`config.mk`:
```
export PLATFORM = sky130hd
export DESIGN_NAME = regfile_wb_arbiter
export DESIGN_NICKNAME = d
export VERILOG_FILES = /design/src/rtl/regfile_wb_arbiter.sv
export SDC_FILE = /design/constraint.sdc
export NUM_CORES = 1
export LEC_CHECK = 0
export ABC_AREA = 1
export ABC_CLOCK_PERIOD_IN_PS = 2650
export CAP_MARGIN = 30
export CORE_MARGIN = 2
export CORE_UTILIZATION = 44
export DETAILED_ROUTE_END_ITERATION = 12
export GPL_TIMING_DRIVEN = 1
export PLACE_DENSITY = 0.84
export SETUP_SLACK_MARGIN = 0.5
export SYNTH_ARGS = -nofsm -noshare
export SYNTH_HDL_FRONTEND = slang
export SYNTH_SLANG_ARGS = --single-unit
```
`constraint.sdc`:
```
create_clock -name clk -period 2.65 [get_ports clk]
set_input_delay 0.795 -clock clk [delete_from_list [all_inputs] [get_ports clk]]
set_output_delay 0.795 -clock clk [all_outputs]
set_load 0.05 [all_outputs]
```
`src/rtl/regfile_wb_arbiter.sv`:
```
// Writeback arbiter for one register-file write port: round-robin EXU/LSU grant,
// registered write port, and a pending-writeback scoreboard for issue stalls and RAW hazards.
module regfile_wb_arbiter #(
    parameter int ADDR_WIDTH = 5,
    parameter int DATA_WIDTH = 32
) (
    input  logic                     clk,
    input  logic                     rst_n,
    input  logic                     issue_valid,
    input  logic [ADDR_WIDTH-1:0]    issue_rd,
    output logic                     issue_ready,
    input  logic                     exu_valid,
    input  logic [ADDR_WIDTH-1:0]    exu_rd,
    input  logic [DATA_WIDTH-1:0]    exu_data,
    output logic                     exu_ready,
    input  logic                     lsu_valid,
    input  logic [ADDR_WIDTH-1:0]    lsu_rd,
    input  logic [DATA_WIDTH-1:0]    lsu_data,
    output logic                     lsu_ready,
    output logic                     rf_we,
    output logic [ADDR_WIDTH-1:0]    rf_wa,
    output logic [DATA_WIDTH-1:0]    rf_wd,
    input  logic [ADDR_WIDTH-1:0]    ra1,
    input  logic [ADDR_WIDTH-1:0]    ra2,
    output logic                     hz1,
    output logic                     hz2,
    output logic [2**ADDR_WIDTH-1:0] pending
);

    typedef enum logic {
        GNT_EXU = 1'b0,
        GNT_LSU = 1'b1
    } grant_e;

    grant_e                  last_grant;
    logic                    exu_acc;
    logic                    lsu_acc;
    logic                    wb_acc;
    logic                    issue_acc;
    logic [ADDR_WIDTH-1:0]   wb_rd;
    logic [DATA_WIDTH-1:0]   wb_data;
    logic [2**ADDR_WIDTH-1:0] pending_next;

    // NOTE: every output of an always_comb gets a default first so no path leaves it unassigned (no latch).
    always_comb begin
        exu_ready = 1'b0;
        lsu_ready = 1'b0;
        if (rst_n) begin
            if (exu_valid && (!lsu_valid || last_grant == GNT_LSU)) begin
                exu_ready = 1'b1;
            end else if (lsu_valid) begin
                lsu_ready = 1'b1;
            end
        end
    end

    // pending[0] is never set, so x0 never stalls issue
    assign issue_ready = rst_n && !pending[issue_rd];

    assign exu_acc   = exu_valid && exu_ready;
    assign lsu_acc   = lsu_valid && lsu_ready;
    assign wb_acc    = exu_acc || lsu_acc;
    assign issue_acc = issue_valid && issue_ready && (issue_rd != '0);
    assign wb_rd     = lsu_acc ? lsu_rd : exu_rd;
    assign wb_data   = lsu_acc ? lsu_data : exu_data;

    // Set is applied after clear so a new producer keeps the register pending.
    always_comb begin
        pending_next = pending;
        if (wb_acc) begin
            pending_next[wb_rd] = 1'b0;
        end
        if (issue_acc) begin
            pending_next[issue_rd] = 1'b1;
        end
        pending_next[0] = 1'b0;
    end

    // NOTE: state is updated with non-blocking assignments so every flop samples pre-edge values.
    always_ff @(posedge clk or negedge rst_n) begin
        if (!rst_n) begin
            pending    <= '0;
            last_grant <= GNT_LSU;
            rf_we      <= 1'b0;
            rf_wa      <= '0;
            rf_wd      <= '0;
        end else begin
            pending <= pending_next;
            rf_we   <= wb_acc && (wb_rd != '0);
            if (exu_acc) begin
                last_grant <= GNT_EXU;
            end else if (lsu_acc) begin
                last_grant <= GNT_LSU;
            end
            if (wb_acc) begin
                rf_wa <= wb_rd;
                rf_wd <= wb_data;
            end
        end
    end

    assign hz1 = pending[ra1];
    assign hz2 = pending[ra2];

endmodule

```
=== After elaboration in Yosys (flattened, before gate mapping) ===
Index checks and enable logic that the tools add are counted.

* Flip-flop bits (word level): 70
* Input bits: 94
* Output and inout port bits: 75
* Word-level logic and storage cells: 51

* Magnitude comparators: 6
* Multiplexer cells: 21
* Bitwise gates (word level): 3
* Reductions and logical operators: 16

{| class="wikitable"
|+ Operator list
! kind !! count
|-
| $mux W32 || 3
|-
| $and A32 B32 Y32 || 1
|-
| $not A32 Y32 || 1
|-
| $or A32 B32 Y32 || 1
|-
| $lt A5 B6 Y1 const B || 4
|-
| $bmux W1 S5 || 3
|-
| $mux W1 || 12
|-
| $demux W1 S5 || 2
|-
| $ge A5 B1 Y1 const B || 2
|-
| $reduce_bool A5 Y1 || 2
|-
| $logic_and A1 B1 Y1 || 9
|-
| $mux W5 || 1
|-
| $logic_not A1 Y1 || 2
|-
| $logic_or A1 B1 Y1 || 2
|-
| $reduce_bool A2 Y1 || 1
|}

=== Logic depth before layout (Yosys ltp) ===
Gate-level depths: netlist (run 1).

* Depth in word-level cells: 16
* Mapped depth: 13
* Gate-level depth less buffers: 12

=== Worst setup path before layout (run 1) ===
OpenSTA, ideal clock, no wires.

* Path kind: input to output
* From: input ra1[0]
* To: output hz1
* Arrival: 1.979 ns
* Required time: 1.855 ns
* Slack: -0.124 ns
* Cell stages on the path: 8
* Buffers on the path: 1
* Cell sequence: inv_1 -> clkbuf_1 -> o21ai_0 -> o221ai_1 -> nand3_1 -> o21ai_0 -> nand2_1 -> nand2_1

* Cells in the longest elaborated chain, start to end: 2

{| class="wikitable"
|+ RTL lines
! element !! line !! source
|-
| from (decl) || 23 || <nowiki>input logic [ADDR_WIDTH-1:0] ra1,</nowiki>
|-
| $bmux W1 S5 || 102 || <nowiki>assign hz1 = pending[ra1];</nowiki>
|-
| $mux W1 (not written as such) || 102 ||
|-
| to (decl) || 25 || <nowiki>output logic hz1,</nowiki>
|}

Every way passes these cells. The select of a mux whose other input is x is not followed.

=== Final worst setup path (run 1) ===
* From: input ra2[0]
* To: output hz2

* Cells in the longest elaborated chain, start to end: 2

{| class="wikitable"
|+ RTL lines
! element !! line !! source
|-
| from (decl) || 24 || <nowiki>input logic [ADDR_WIDTH-1:0] ra2,</nowiki>
|-
| $bmux W1 S5 || 103 || <nowiki>assign hz2 = pending[ra2];</nowiki>
|-
| $mux W1 (not written as such) || 103 ||
|-
| to (decl) || 26 || <nowiki>output logic hz2,</nowiki>
|}

Every way passes these cells. The select of a mux whose other input is x is not followed.

==> impl_results.md, run 1 <==
- Status: finished, violations left
- Failing checks: negative setup slack
- Arr. time, crit path: between 1.5 and 2 ns
- Die ar.: 0.0101 sq mm
- Hold Path Class: reg2reg
- Core Area: about 0.009 sq mm
- Slew headroom: between 40% and 50%
- XOR/XNOR share of the synthesized area: 0%
- CP cell instances: buf_8 > clkinvlp_4 > a21oi_2 > o21ai_1 > nand3_1 > o211ai_1 > o21ai_1 > nand2_1 > nand2_4 > buf_12
- P&R area growth vs syn: 61.9%
- Clock root buffer: clkbuf_8
- Post-synthesis mux area share: 0%
- Syn_nets: roughly 670
- Final ANT Viol Nets: 0
- Chip height: about 100 um
- Post-synthesis cell area: approximately 0.004 sq mm
- WP data required: ~1.9 ns
- CTS Buf Count: 9
- CP peak stage delay: around 0.19 ns
- Peak supply drop: around 350 uV
- DRT iter0 DRCs: roughly 510
- First-pass GRT wire length: between 20,000 and 25,000 um
- Routed len/inst: roughly 17 um
- DP HPWL: between 10,000 and 15,000 um
- Worst Setup End Kind: output port
- # clock sinks: 70
- Synth unique cells: 26
- Syn. warnings: 0
- Largest family of logic cells by synthesized area: simple AND/OR/NAND/NOR gates
- RSZ-0062 raised after global routing: yes
- Vias in the first global route: around 5,100
- Gr usage total: just over 30%
- Layout Nets: ~900
- Max Clock Skew: around 0.012 ns
- Total gr overflow: 0
- Total of max-cap violations: 0
- Tightest Pin Transition: between 0.8 and 0.9 ns
- Final Max Tran Viols: 0
- FF+latch count, synth: 70
- DRC viols: 0
- Pwr dens: between 600 and 700 mW/mm^2
- Compound-Gate Fraction of Synth Area: between 10% and 20%
- Register area share after synthesis: between 40 and 50%
- N_diodes: 0
- Crit path depth: 10
- Post-placement setup slack: -0.634 ns
- Initial antenna violation count: 0
- Most frequent cells in the layout: nand2_1 (203), clkdlybuf4s50_1 (77), dfrtp_1 (69)
- Util after Layout: a little over 70%
- GP Congestion: slightly above 1
- Highest-delay cell along the critical path: clkinvlp_4
- Simple-Gate Fraction of Synth Area: between 30% and 40%
- Minimum clock period: 2.76 ns
- CP most frequent cell: o21ai_1
- Largest net degree at the start of global routing: 71
- Family with the most delay on the worst path: compound AO/OA/AOI/OAI gates
- CTS tree: done
- Clk slew on worst S/H paths: 0.07 ns
- Worst R2R Path Depth: 12
- Clk_lat worst skew: about 0.35 ns
- Final Hold Vio Count: 0
- Iteration count of the initial detailed-routing pass: 6
- Htree depth: 3
- Vias per inst: approximately 5.8
- Setup ws final: -0.108 ns
- # setup viols final: 3
- CP max FO: 8
- Max Root-Sink Buffers: 2
- Most common cell after layout, fill and taps aside: nand2_1
- Adder-Cell Fraction of Synth Area: 0%
- Startpoint Class: input pin
- Fmax: 363 MHz
- Cell count after synthesis: between 500 and 600
- Ports: between 150 and 200
- Starting density of the core: between 40% and 50%
- FP Rows: 35
- Die Width: about 100 um
- Static Leak: between 3 and 4 nW
- WS Path Type: in2out
- Crit share post-route: 104%
- Final WL: approximately 16,000 um
- Vias: between 5,000 and 6,000
- Average cell area after synthesis: between 7 and 8 sq um
- Port buffer count: between 150 and 200
- Buffers and inverters on the worst path: 3
- Hold depth: 2
- Layout cells sized above 1: 21.4%
final timing paths:
check                            from          to  slack [ns]
hold / removal              rf_wd[27]   rf_wd[27]        0.48
setup / recovery               ra2[0]         hz2       -0.11
hold reg to reg             rf_wd[27]   rf_wd[27]        0.48
setup reg to reg           last_grant  pending[7]        0.56
min in group asynchronous       rst_n    rf_wd[9]        0.74
max in group asynchronous       rst_n   rf_wd[25]        1.33
logic make-up after synthesis:
| kind of cell | after synthesis |
|---|---|
| buf+inv | 59 |
| flops | 70 |
| other cells | 1 |
| simple gates | 349 |
| compound gates | 98 |
flip-flops by register name (all words and copies together), names as in the netlist:
name / cells
last_grant: 1
rf_wd: 32
pending: 31
rf_wa: 5
rf_we: 1
worst min-delay path: cells and delay by family (launching register included):
family / cells / cell delay [ns]
flip-flops: 1 / 0.34
AND/OR/NAND/NOR: 2 / 0.10
cell type report:
cell class,instances,area (sq um)
fill,701,2490
multi-input combinational,448,2220
timing repair buffer,227,2160
sequential,70,1750
inverter,32,154
clock buffer,12,145
tap,111,139
clock inverter,4,22.5
timing repair inverter,2,15.0
routing by layer:
metal	part of all wire (%)	track usage (%)
met1	36	35.9
met2	48	52.6
met3	11	7.59
met4	4.9	17.8
met5	0	0
synth_stat cells (all sizes together):
master	number	area (sq um)
nor2	35	144
o211ai	5	37.5
a21oi	5	25.0
o21ai	77	400
nand4	33	206
nand3	53	270
o22ai	4	25.0
buf	10	85.1
conb	1	3.75
o221ai	7	61.3
nor3	9	60.1
dfrtp	69	1730
clkbuf	17	63.8
dfstp	1	26.3
inv	32	120
nor4	3	18.8
nand2	216	811
power by group:
group	switching, mW	internal [mW]	leakage (nW)
clock	0.401	0.361	0.0861
sequential	0.258	1.29	0.875
combinational	1.42	0.646	2.23
per-stage QoR:
| step | TNS, ns | instances | hold slack, ns | total power, mW | area, sq um |
|---|---|---|---|---|---|
| final | -0.163 | 906 | 0.481 | 4.38 | 6610 |
| after global routing | -0.309 | 906 | 0.499 | 4.57 | 6610 |
| after CTS | -0.0626 | 903 | 0.482 | 4.34 | 6570 |
| after detailed placement | -4.58 | 877 | 0.461 | 3.67 | 6220 |
| after global placement | -2.41 | 877 | 0.456 | 3.62 | 6220 |
| after floorplan | 0 | 577 | 0.445 | 2.77 | 4210 |
timing repair:
item	in CTS	in global routing
gates cloned	3	1
pin swaps	26	21
gates resized for setup	217	52
buffers inserted	7	2
hold buffers	0	0
setup endpoints to repair	106	40
Note: power is estimated with default switching activity, not from simulation.
==> run 2: changes to the inputs <==
Settings changed: CORE_UTILIZATION 44 to 45, CTS_BUF_LIST set to sky130_fd_sc_hd__clkbuf_4 sky130_fd_sc_hd__clkbuf_8, PLACE_DENSITY 0.84 to 0.86, REMOVE_ABC_BUFFERS set to 1.
==> impl_results.md, run 2 (synthesis results as in run 1) <==
- Status: finished, violations left
- Failing checks: negative setup slack
- Port buffer count: 167 (unchanged)
- Highest-delay cell along the critical path: clkdlybuf4s15_1
- DRT iter0 DRCs: 410 (-20%)
- Largest register FFs: 32 (unchanged)
- Final WL: 17,100 um (+9.1%)
- WP data required: 1.86 ns (about the same)
- DRC viols: 0 (unchanged)
- WS Path Type: in2out
- Reg2reg end: pending[4]
- Minimum clock period: 2.74 ns (-0.0139 ns)
- Family with the most delay on the worst path: buffers and inverters
- CTS Buf Count: 9 (unchanged)
- Hold depth: 2 (unchanged)
- Cell Area, Placed: 0.00614 sq mm (-1.2%)
- Worst Setup End Kind: output port
- Slew headroom: 62.3% (+21 points)
- Crit path depth: 8 (-2)
- Max Clock Skew: 0.00991 ns (-0.00219 ns)
- Worst hold margin: 0.484 ns (+0.00281 ns)
- Most frequent cells in the layout: nand2_1 (196), clkdlybuf4s50_1 (77), dfrtp_1 (69)
- Min-Delay Startpoint: rf_wd[17]
- Final Hold Vio Count: 0 (unchanged)
- Vias: 5,354 (+2.6%)
- DP HPWL: 11,400 um (+1.1%)
- # setup viols final: 1 (-2)
- Peak supply drop: 449 uV (+27%)
- Largest net degree at the start of global routing: 43 (-39%)
- CP cell instances: clkdlybuf4s15_1 > inv_2 > o221ai_1 > nand3_1 > nand2_2 > nand2_2 > nand2_2 > buf_12
- Ports: 169 (unchanged)
- Max Root-Sink Buffers: 2 (unchanged)
- Arr. time, crit path: 1.95 ns (about the same)
- Gr usage total: 32.1% (+0.97 points)
- Vias per inst: 5.88 (+2.0%)
- Most common cell after layout, fill and taps aside: nand2_1
- Crit share post-route: 104% (-0.53 points)
- Reg-to-reg slack, setup: 0.52 ns (-0.04 ns)
- Iteration count of the initial detailed-routing pass: 6 (unchanged)
- Starting density of the core: 46.6% (+1.8 points)
- P&R area growth vs syn: 68.2%
- Min-Delay Endpoint: rf_wd[17]
- Pwr dens: 669 mW/mm^2 (+1.1%)
- CP peak stage delay: 0.37 ns (+0.18 ns)
- Post-placement setup slack: -0.503 ns (+0.130 ns)
- RSZ-0062 raised after global routing: yes
- Buffers and inverters on the worst path: 3 (unchanged)
- Fmax: 364 MHz (+0.51%)
- N_diodes: 0 (unchanged)
- Worst R2R Path Depth: 14 (+2)
- Die Width: 99.3 um (-1.1%)
- Final ANT Viol Nets: 0 (unchanged)
- Hold Path Class: reg2reg
- Setup ws final: -0.0943 ns (+0.0139 ns)
- CTS tree: done
- Die ar.: 0.00986 sq mm (-2.1%)
- Total of max-cap violations: 0 (unchanged)
- Total gr overflow: 0 (unchanged)
- Tightest Pin Transition: 0.567 ns (-0.317 ns)
- Vias in the first global route: 5,139 (+1.7%)
- Startpoint Class: input pin
- Largest regs: rf_wd (32), pending (31), rf_wa (5)
- CTS Hold Buffers Added: 0 (unchanged)
- Util after Layout: 78.4% (+5.8 points)
- Layout Nets: 892 (+0.90%)
- Initial antenna violation count: 0 (unchanged)
- Clk slew on worst S/H paths: 0.07 ns (about the same)
- # clock sinks: 70 (unchanged)
- Design area: 0.00687 sq mm (+3.9%)
- Layout cells sized above 1: 27.5% (+6.1 points)
- Static Leak: 3.29 nW (+3.4%)
- Htree depth: 3 (unchanged)
- Routed len/inst: 18.8 um (+8.5%)
- Core Area: 0.00876 sq mm (-3.8%)
- Clk_lat worst skew: 0.35 ns (about the same)
- CP max FO: 7 (-1)
- First-pass GRT wire length: 25,200 um (+2.5%)
- Final Max Tran Viols: 0 (unchanged)
- GP Congestion: 0.963 (-6.1%)
- Clock root buffer: clkbuf_8
- Chip height: 99.3 um (-1.1%)
- FP Rows: 34 (-2.9%)
- Reg2reg start: last_grant
- Largest reg by FF count: rf_wd
- CP most frequent cell: nand2_2
-- run 2: worst max-delay path by stage --
| stage | from | end | slack (ns) |
|---|---|---|---|
| 4_1_cts | ra1[0] | hz1 | -0.05 |
| 6_report | ra1[2] | hz1 | -0.09 |
| 3_5_place_dp | ra2[0] | hz2 | -0.50 |
| 5_1_grt | ra1[0] | hz1 | -0.19 |
| 2_1_floorplan | lsu_valid | pending[2] | -0.95 |
| 3_3_place_gp | ra2[0] | hz2 | -0.44 |
-- run 2: area by class of cell --
type                    instances  area (sq um)
repair buffers                237          2230
flip-flops and latches         70          1750
multi-input cells             448          2400
clock inverters                 5          60.1
clock buffers                  11           139
fillers                       544          1890
well taps                     108           135
inverters                      32           158
-- run 2: stage by stage --
| step | cells | TNS (ns) | power [mW] |
|---|---|---|---|
| floorplan | 550 | -51.66 | 2.71 |
| global placement | 870 | -2.03 | 3.61 |
| detailed placement | 870 | -4.05 | 3.65 |
| CTS | 898 | -0.0530 | 4.43 |
| global route | 911 | -0.249 | 4.79 |
| finish | 911 | -0.0943 | 4.60 |
-- run 2: worst register-to-register path: stages, from the launching register on --
cell,delay (ns)
dfstp_2,0.53
inv_2,0.05
nand2_4,0.07
nand2_4,0.05
buf_6,0.12
nand3_4,0.07
buf_6,0.10
buf_6,0.10
buf_8,0.13
nand2_1,0.10
o21ai_4,0.18
buf_6,0.17
nand3_4,0.11
o21ai_2,0.15
o21ai_1,0.10
-- run 2: what timing repair did --
item | in CTS | in global routing
hold endpoints to repair | 0 | 0
gates resized for setup | 213 | 147
buffers inserted | 9 | 13
cloned | 3 | 0
pin swaps | 24 | 47
endpoints found under the setup margin | 106 | 79
-- run 2: routing by layer --
metal / GRT usage, % / share of wire, % / vias up
met4: 15.2 / 6.1 / 0
met2: 55.5 / 49 / 412
met3: 6.96 / 11 / 106
li1: - / - / 2390
met5: 0 / 0 / -
met1: 37.9 / 34 / 2446
-- run 2: report_power, final --
part,internal [mW],switching [mW],total (mW)
clock network,0.458,0.426,0.884
logic,0.674,1.47,2.14
registers,1.29,0.284,1.57
